`config.mk`:
```
export PLATFORM = sky130hd
export DESIGN_NAME = clk_div_ctrl
export DESIGN_NICKNAME = d
export VERILOG_FILES = /design/src/rtl/clk_div_pkg.sv /design/src/rtl/clk_div_core.sv /design/src/rtl/clk_div_ctrl.sv
export SDC_FILE = /design/constraint.sdc
export NUM_CORES = 1
export LEC_CHECK = 0
export ABC_AREA = 1
export CAP_MARGIN = 5
export CORE_MARGIN = 2
export CORE_UTILIZATION = 46
export CTS_CLUSTER_SIZE = 40
export DETAILED_ROUTE_END_ITERATION = 10
export PLACE_DENSITY_LB_ADDON = 0.12
export RECOVER_POWER = 25
export SETUP_SLACK_MARGIN = 0.05
export SKIP_CTS_REPAIR_TIMING = 1
export SLEW_MARGIN = 20
export SYNTH_ARGS = -nofsm -noshare
export SYNTH_HDL_FRONTEND = slang
export SYNTH_SLANG_ARGS = --single-unit
```
`constraint.sdc`:
```
create_clock -name clk -period 3.7 [get_ports clk]
set_clock_uncertainty 0.15 [all_clocks]
set_input_delay 0.37 -clock clk [delete_from_list [all_inputs] [get_ports clk]]
set_output_delay 0.37 -clock clk [all_outputs]
set_load 0.05 [all_outputs]
```
`src/rtl/clk_div_pkg.sv`:
```
// Shared types and constants for the programmable clock divider.
package clk_div_pkg;

  typedef enum logic [1:0] {
    IDLE = 2'd0,
    RUN  = 2'd1,
    PEND = 2'd2
  } state_t;

  // Smallest divisor that still yields a high and a low phase.
  localparam int MIN_DIV = 2;

endpackage

```
`src/rtl/clk_div_core.sv`:
```
// Period counter plus registered waveform/tick generation for one divisor.
// The divisor is captured on load, so the boundary flag never depends on
// the divisor being loaded in the same cycle.
module clk_div_core #(
  parameter int DW      = 8,
  parameter int DEF_DIV = 2
) (
  input  logic          clk,
  input  logic          rst,
  input  logic          en,
  input  logic          load,
  input  logic [DW-1:0] div,
  output logic          clk_out,
  output logic          tick,
  output logic          last
);

  logic [DW-1:0] cnt;
  logic [DW-1:0] cnt_n;
  logic [DW-1:0] div_r;
  logic [DW-1:0] div_n;
  logic          run;
  logic [DW:0]   hi;

  // Boundary is the last low cycle of the period in effect.
  assign last = run && (cnt == div_r - 1'b1);

  // Next count and high-phase length; hi is one bit wider so N=2^DW-1 works.
  always_comb begin
    div_n = load ? div : div_r;
    hi    = ({1'b0, div_n} + {{DW{1'b0}}, 1'b1}) >> 1;
    if (!en || load || last) cnt_n = '0;
    else                     cnt_n = cnt + 1'b1;
  end

  // Counter, captured divisor and registered outputs.
  always_ff @(posedge clk) begin
    if (rst) begin
      cnt     <= '0;
      div_r   <= DW'(DEF_DIV);
      run     <= 1'b0;
      clk_out <= 1'b0;
      tick    <= 1'b0;
    end else begin
      cnt     <= cnt_n;
      div_r   <= div_n;
      run     <= en;
      clk_out <= en && ({1'b0, cnt_n} < hi);
      tick    <= en && (cnt_n == '0);
    end
  end

endmodule

```
`src/rtl/clk_div_ctrl.sv`:
```
// Clock-divider controller: config handshake and boundary sequencing FSM
// in front of the counter/waveform core.
module clk_div_ctrl
  import clk_div_pkg::*;
#(
  parameter int DW      = 8,
  parameter int DEF_DIV = 2
) (
  input  logic          clk,
  input  logic          rst,
  input  logic          cfg_valid,
  output logic          cfg_ready,
  input  logic [DW-1:0] cfg_div,
  input  logic          cfg_en,
  output logic          cfg_err,
  output logic          clk_out,
  output logic          tick,
  output logic [DW-1:0] cur_div,
  output logic [1:0]    state
);

  state_t        st, st_n;
  logic [DW-1:0] div_n;
  logic [DW-1:0] pend_div, pend_div_n;
  logic          pend_en, pend_en_n;
  logic          err_n;
  logic          core_en, load, last;
  logic          acc, bad;
  logic          app, app_en;
  logic [DW-1:0] app_div;

  assign state     = st;
  assign cfg_ready = (st != PEND);
  assign acc       = cfg_valid && cfg_ready;
  // A stop request never errors; its divisor field is ignored.
  assign bad       = cfg_en && (cfg_div < DW'(MIN_DIV));

  // Next state: changes land only on the boundary, else they wait in PEND.
  always_comb begin
    st_n       = st;
    div_n      = cur_div;
    pend_div_n = pend_div;
    pend_en_n  = pend_en;
    err_n      = acc && bad;
    load       = 1'b0;
    app        = 1'b0;
    app_en     = 1'b0;
    app_div    = cur_div;
    case (st)
      IDLE: if (acc && !bad && cfg_en) begin
        app     = 1'b1;
        app_en  = 1'b1;
        app_div = cfg_div;
      end
      RUN: if (acc && !bad) begin
        if (last) begin
          app     = 1'b1;
          app_en  = cfg_en;
          app_div = cfg_div;
        end else begin
          st_n       = PEND;
          pend_div_n = cfg_div;
          pend_en_n  = cfg_en;
        end
      end
      PEND: if (last) begin
        app        = 1'b1;
        app_en     = pend_en;
        app_div    = pend_div;
        pend_div_n = '0;
        pend_en_n  = 1'b0;
      end
      default: st_n = IDLE;
    endcase
    if (app) begin
      if (app_en) begin
        st_n  = RUN;
        div_n = app_div;
        load  = 1'b1;
      end else begin
        st_n  = IDLE;
      end
    end
    core_en = (st_n != IDLE);
  end

  // Controller state registers.
  always_ff @(posedge clk) begin
    if (rst) begin
      st       <= IDLE;
      cur_div  <= DW'(DEF_DIV);
      pend_div <= '0;
      pend_en  <= 1'b0;
      cfg_err  <= 1'b0;
    end else begin
      st       <= st_n;
      cur_div  <= div_n;
      pend_div <= pend_div_n;
      pend_en  <= pend_en_n;
      cfg_err  <= err_n;
    end
  end

  clk_div_core #(.DW(DW), .DEF_DIV(DEF_DIV)) u_core (
    .clk     (clk),
    .rst     (rst),
    .en      (core_en),
    .load    (load),
    .div     (div_n),
    .clk_out (clk_out),
    .tick    (tick),
    .last    (last)
  );

endmodule

```
Yosys cells after proc, flatten, opt, wreduce, memory -nomap -nowiden --
Index checks and enable logic that the tools add are counted.
Storage, ports and cells: bits of input ports 12, output and inout port bits 14, word-level logic and storage cells 72, bits in registers 39
Cells by class: reductions and logical operators 18, add/sub/neg operators 3, mux-type cells 32, magnitude comparators 2, equal/unequal tests 7
Operators by type and width (number):
- 8-bit two-way mux | 11
- 8-bit case mux with 3 select lines | 1
- 8-bit case mux with 2 select lines | 1
- 1-bit two-way mux | 12
- 8-bit by 1-bit adder with 9-bit output (second input constant) | 1
- 8-bit by 1-bit adder with 8-bit output (second input constant) | 1
- 8-bit == test | 1
- 1-bit logical AND | 8
- 8-bit zero test | 1
- 8-bit by 2-bit < comparator with 1-bit output (second input constant) | 1
- 8-bit < comparator | 1
- 8-bit by 1-bit subtractor with 8-bit output (second input constant) | 1
- 2-bit two-way mux | 3
- 2-bit inequality test (second input constant) | 3
- 1-bit case mux with 3 select lines | 2
- 2-bit case mux with 2 select lines | 1
- 4-bit AND reduction | 1
- 2-bit nonzero test | 2
- 2-bit by 1-bit == test with 1-bit output (second input constant) | 1
- 2-bit == test (second input constant) | 1
- 1-bit zero test | 2
- 2-bit zero test | 1
- 1-bit logical OR | 2
- 2-bit by 1-bit inequality test with 1-bit output (second input constant) | 1
- other kinds (2) | 2

Depth between registers and ports, before layout --
depth after elaboration 16, gate-level depth with buffers 26, gate-level depth less buffers 26

Modules after synthesis --
From an unflattened synthesis, not the netlist that was laid out.
Unflattened totals: cells, all modules 408, area, all modules 2658.8 µm²
Modules (own cells, without submodules):
- clk_div_core | times used 1, area an instance 1365.1 µm², cells each 205
- clk_div_ctrl | times used 1, area an instance 1293.7 µm², cells each 203

Worst setup path before layout --
OpenSTA, ideal clock, no wires.
kind register -> register, start point reg st[0], in the netlist state[0], end point reg u_core.clk_out, setup time 122 ps, clock period less this slack 3322 ps, path buffers 0, data required time 3428 ps, setup slack 378 ps, stages on the path, launching flop included 23, data arrival time 3050 ps, path through dfxtp_1 > nor2_4 > nor2_1 > nand2_1 > nor2_4 > nand2_1 > nand2_1 > nand3_2 > nand2_4 > inv_2 > nand2_1 > nand2_2 > inv_1 > ha_1 > inv_1 > nor2_2 > nand3_2 > nor2_2 > nand3_1 > ha_1 > nand2_1 > o211ai_1 > a21oi_1
RTL lines:
- from (decl) | RTL line clk_div_ctrl.sv:22 | state_t st, st_n;
- from (signal assigned) | RTL line clk_div_ctrl.sv:96 | st <= st_n;
- 2-bit inequality test | RTL line clk_div_ctrl.sv:33 | assign cfg_ready = (st != PEND);
- 1-bit logical AND | RTL line clk_div_ctrl.sv:34 | assign acc = cfg_valid && cfg_ready;
- 1-bit logical AND | RTL line clk_div_ctrl.sv:50, clk_div_ctrl.sv:55
- 1-bit logical AND | RTL line clk_div_ctrl.sv:50 | IDLE: if (acc && !bad && cfg_en) begin
- 8-bit two-way mux or 1-bit two-way mux (tied branches) | RTL line clk_div_ctrl.sv:50
- 8-bit case mux with 3 select lines or 1-bit case mux with 3 select lines (tied branches) | RTL line clk_div_ctrl.sv:49 | case (st)
- 8-bit two-way mux or 1-bit two-way mux (tied branches) | RTL line clk_div_ctrl.sv:76 | if (app_en) begin
- 8-bit two-way mux or 1-bit two-way mux (tied branches) | RTL line clk_div_ctrl.sv:75 | if (app) begin
- 8-bit two-way mux (*) | RTL line clk_div_core.sv:30 | div_n = load ? div : div_r;
- net u_core.div_n[0] | RTL line clk_div_core.sv:21 | logic [DW-1:0] div_n;
- 8-bit by 1-bit adder with 9-bit output (*) | RTL line clk_div_core.sv:31 | hi = ({1'b0, div_n} + {{DW{1'b0}}, 1'b1}) >> 1;
- 8-bit < comparator (*) | RTL line clk_div_core.sv:48 | clk_out <= en && ({1'b0, cnt_n} < hi);
- 1-bit logical AND (*) | RTL line clk_div_core.sv:48
- to (signal assigned) | RTL line clk_div_core.sv:48
- to (decl) | RTL line clk_div_core.sv:13 | output logic clk_out,
Mark *: on every way through the listed nets, which the timed path passes. The rest lies on a longest branch. A chain may end at the register's enable or synchronous reset.

Worst setup path in the final report --
start point reg u_core.div_r[1], end point reg u_core.clk_out
RTL lines:
- from (decl) | RTL line clk_div_core.sv:20 | logic [DW-1:0] div_r;
- from (signal assigned) | RTL line clk_div_core.sv:40 | div_r <= DW'(DEF_DIV);
- from (signal assigned) | RTL line clk_div_core.sv:46 | div_r <= div_n;
- 8-bit by 1-bit subtractor with 8-bit output (*) | RTL line clk_div_core.sv:26 | assign last = run && (cnt == div_r - 1'b1);
- 8-bit == test (*) | RTL line clk_div_core.sv:26
- 1-bit logical AND (*) | RTL line clk_div_core.sv:26
- 8-bit two-way mux or 1-bit two-way mux (tied branches) | RTL line clk_div_ctrl.sv:56 | if (last) begin
- 8-bit two-way mux or 1-bit two-way mux (tied branches) | RTL line clk_div_ctrl.sv:55 | RUN: if (acc && !bad) begin
- 8-bit case mux with 3 select lines or 1-bit case mux with 3 select lines (tied branches) | RTL line clk_div_ctrl.sv:49
- 8-bit two-way mux or 1-bit two-way mux (tied branches) | RTL line clk_div_ctrl.sv:76
- 8-bit two-way mux or 1-bit two-way mux (tied branches) | RTL line clk_div_ctrl.sv:75
- 8-bit two-way mux (*) | RTL line clk_div_core.sv:30
- net u_core.div_n[0] | RTL line clk_div_core.sv:21
- 8-bit by 1-bit adder with 9-bit output (*) | RTL line clk_div_core.sv:31
- 8-bit < comparator (*) | RTL line clk_div_core.sv:48
- 1-bit logical AND (*) | RTL line clk_div_core.sv:48
Marked as above.

==> results.json <==
{
  "place_area_sq_um": 2875,
  "num_antenna_cells": 0,
  "synth_cell_types": 37,
  "final_common_cell": "nand2_1",
  "die_w_microns": 78.05,
  "setup_viol": 0,
  "clockBufferDepth": 2,
  "die_area_sq_um": 6092,
  "grt_max_degree": 24,
  "syn_avg_cell_area_sq_um": 6.691,
  "seq_power_share_pct": 44.9,
  "critPathKind": "flip-flop to flip-flop",
  "layout_common_cells": "91 x nand2_1, 54 x inv_1, 44 x nand3_1",
  "critPathCaptureType": "flip-flop",
  "min_period_ns": 3.503,
  "area_delta_synth_final_pct": 21.03,
  "synth-seq-area-share_pct": 30.95,
  "grt_first_pass_wirelength_mm": 10.72,
  "routed_via_density": 5.265,
  "syn_inst": 377,
  "place.gp.congestion": 0.8868,
  "switchingPower_mw": 0.3288,
  "cp.required_ns": 3.78,
  "fin_crit_sh_pct": 94.68,
  "whs_ns": 0.3351,
  "arrival_ns": 3.58,
  "fillCellCount": 526,
  "power_frac_clock_pct": 29.7,
  "die_h_microns": 78.05,
  "synth_warnings": 0,
  "fin_cells": 483,
  "p_int_mw": 0.6720,
  "drive_gt1_share_pct": 15.25,
  "post-route-cell-area_sq_um": 3053,
  "rsz0062_at_grt": "false",
  "outcome": "finished clean",
  "tns_ns": 0,
  "vdd_drop_max_mv": 0.2267,
  "post_drt_wl_per_cell_microns": 13.62,
  "clk_pin_slew_ns": 0.07,
  "cts_sinks": 39,
  "relSlewSlack_pct": 65.98,
  "leakage_nw": 1.376,
  "htreeDepth": 2,
  "drc": 0,
  "ioPinCount": 26,
  "synthesis.nets": 399,
  "vias": 2543,
  "worst_pin_slew_ns": 0.5086,
  "finalHoldViolations": 0,
  "dr.pass1.iters": 5,
  "ys_ff_latch": 39,
  "fin_ws_ns": 0.1968,
  "core_sq_um": 5205,
  "initial_utilization_pct": 48.46,
  "pwr_density_cell_nw_per_um2": 327.8,
  "power_frac_comb_pct": 25.4,
  "hp-class": "flip-flop to flip-flop",
  "placed_cells": 474,
  "grt-ovfl-total": 0,
  "worstPathMaxFanout": 6,
  "final_nets": 435,
  "start_kind": "flip-flop",
  "num_rows": 26,
  "fin_total_pwr_mw": 1.001,
  "switching_share_pct": 32.86,
  "detail-route-antenna-nets": 0,
  "pre_cts_slack_ns": -0.03513,
  "drt_iter0_markers": 210,
  "maxCapViolations": 0,
  "cts-root-buf": "clkbuf_8",
  "grt_usage_pct": 22.23,
  "port_buffers": 25,
  "final_util_pct": 58.65,
  "drv_slew": 0,
  "numCtsBuffers": 5,
  "antenna_found_initial": 0,
  "grt_pass1_vias": 2246,
  "synth_area_sq_um": 2522,
  "cts_tree": "done",
  "hpwl_mm": 4.927,
  "drt_wl_total_mm": 6.577,
  "insertion_delay_ns": 0.30,
  "fmax_ghz": 0.2855
}
-- sequential cells by signal, summed over array words and instances (netlist names), 2 cells and up --
name and flops:
u_core.cnt 8, u_core.div_r 8, state 2, pend_div 8, cur_div 8
-- Yosys cell counts --
cell type  count  area share [%]
nor2_8         1            0.79
nor2_2         6             1.5
or2_2          2            0.50
a21oi_2        1            0.35
o211ai_1       7             2.1
o21ai_0        4            0.79
clkinv_1       1            0.15
xnor2_1        2            0.69
buf_8          1            0.60
or2_1          1            0.25
o21ai_4        1            0.65
nand3_1       47             9.3
nand2_1       96              14
inv_1         54             8.0
clkbuf_1       4            0.60
inv_2          1            0.15
nand2_2        4            0.99
nand3b_1       1            0.30
nor4_1         3            0.74
nand2_4        2            0.89
o21ai_2        1            0.35
nor3_4         1            0.65
ha_1          10             5.0
nand3_2        2            0.79
dfxtp_1       39              31
nor2_1        35             5.2
nor3_1         6             1.2
o21ai_1        1            0.20
o221ai_1       1            0.35
xor2_1         7             2.4
a21oi_1       18             3.6
nand4_1        6             1.5
a22oi_1        1            0.30
o211ai_2       1            0.50
o22ai_1        3            0.74
buf_6          2            0.89
nor2_4         4             1.8
-- kinds of logic (layout without fill, tap and decap cells) --
group           count (synthesis)  after routing  synth area share, %
simple gates                  217            217                40.68
buf+inv                        63             99                10.42
compound gates                 39             39                9.871
flops                          39             39                30.95
fa+ha+maj                      10             10                4.960
xor+xnor                        9              9                3.125
-- metal layers --
metal | part of all wire [%] | routed length (microns) | vias up | global-route usage [%]
li1 | - | - | 1288 | -
met1 | 50 | 3308 | 1186 | 32.33
met2 | 44 | 2924 | 60 | 33.45
met3 | 3.6 | 234 | 9 | 2.644
met4 | 1.7 | 109 | 0 | 8.947
met5 | 0 | 0 | - | 0
-- area by class of cell --
class | instances | area [sq um] | area share [%]
flip-flops and latches | 39 | 783.3 | 25.66
inverters | 56 | 210.2 | 6.885
clock buffers | 6 | 82.58 | 2.705
repair buffers | 36 | 332.8 | 10.90
clock inverters | 1 | 5.005 | 0.1639
well taps | 70 | 87.58 | 2.869
multi-input cells | 275 | 1551 | 50.82
-- power groups by stage --
stage	Combinational [mW]	Clock, mW	Sequential (mW)
2_1_floorplan	0.148	0	0.483
3_3_place_gp	0.244	0	0.458
3_5_place_dp	0.246	0	0.458
4_1_cts	0.247	0.308	0.448
5_1_grt	0.278	0.323	0.451
6_report	0.254	0.297	0.449
-- worst max-delay path, stage by stage, from the launching register on --
cell and delay (ns):
dfxtp_2 0.33, inv_1 0.08, ha_4 0.19, or2_1 0.24, nand2_1 0.06, nand2_1 0.04, nand2_1 0.06, nand2_1 0.09
nor2_4 0.21, nand2_4 0.08, nor2_4 0.19, nand2_2 0.08, nand3_2 0.09, nand2_2 0.08, inv_1 0.07, ha_2 0.18
inv_1 0.05, nor2_2 0.11, nand3_2 0.13, nor2_2 0.19, nand2_1 0.08, nand2_1 0.07, ha_1 0.24, a21oi_2 0.13
o211ai_1 0.09, a21oi_1 0.12
-- final timing paths --
check / cells past startpoint / startpoint / slack, ns / endpoint
setup / recovery: 25 / u_core.div_r[1] / 0.20 / u_core.clk_out
hold / removal: 2 / pend_div[5] / 0.34 / pend_div[5]
setup reg to reg: 25 / u_core.div_r[1] / 0.20 / u_core.clk_out
hold reg to reg: 2 / pend_div[5] / 0.34 / pend_div[5]
Note: power is estimated with default switching activity, not from simulation.
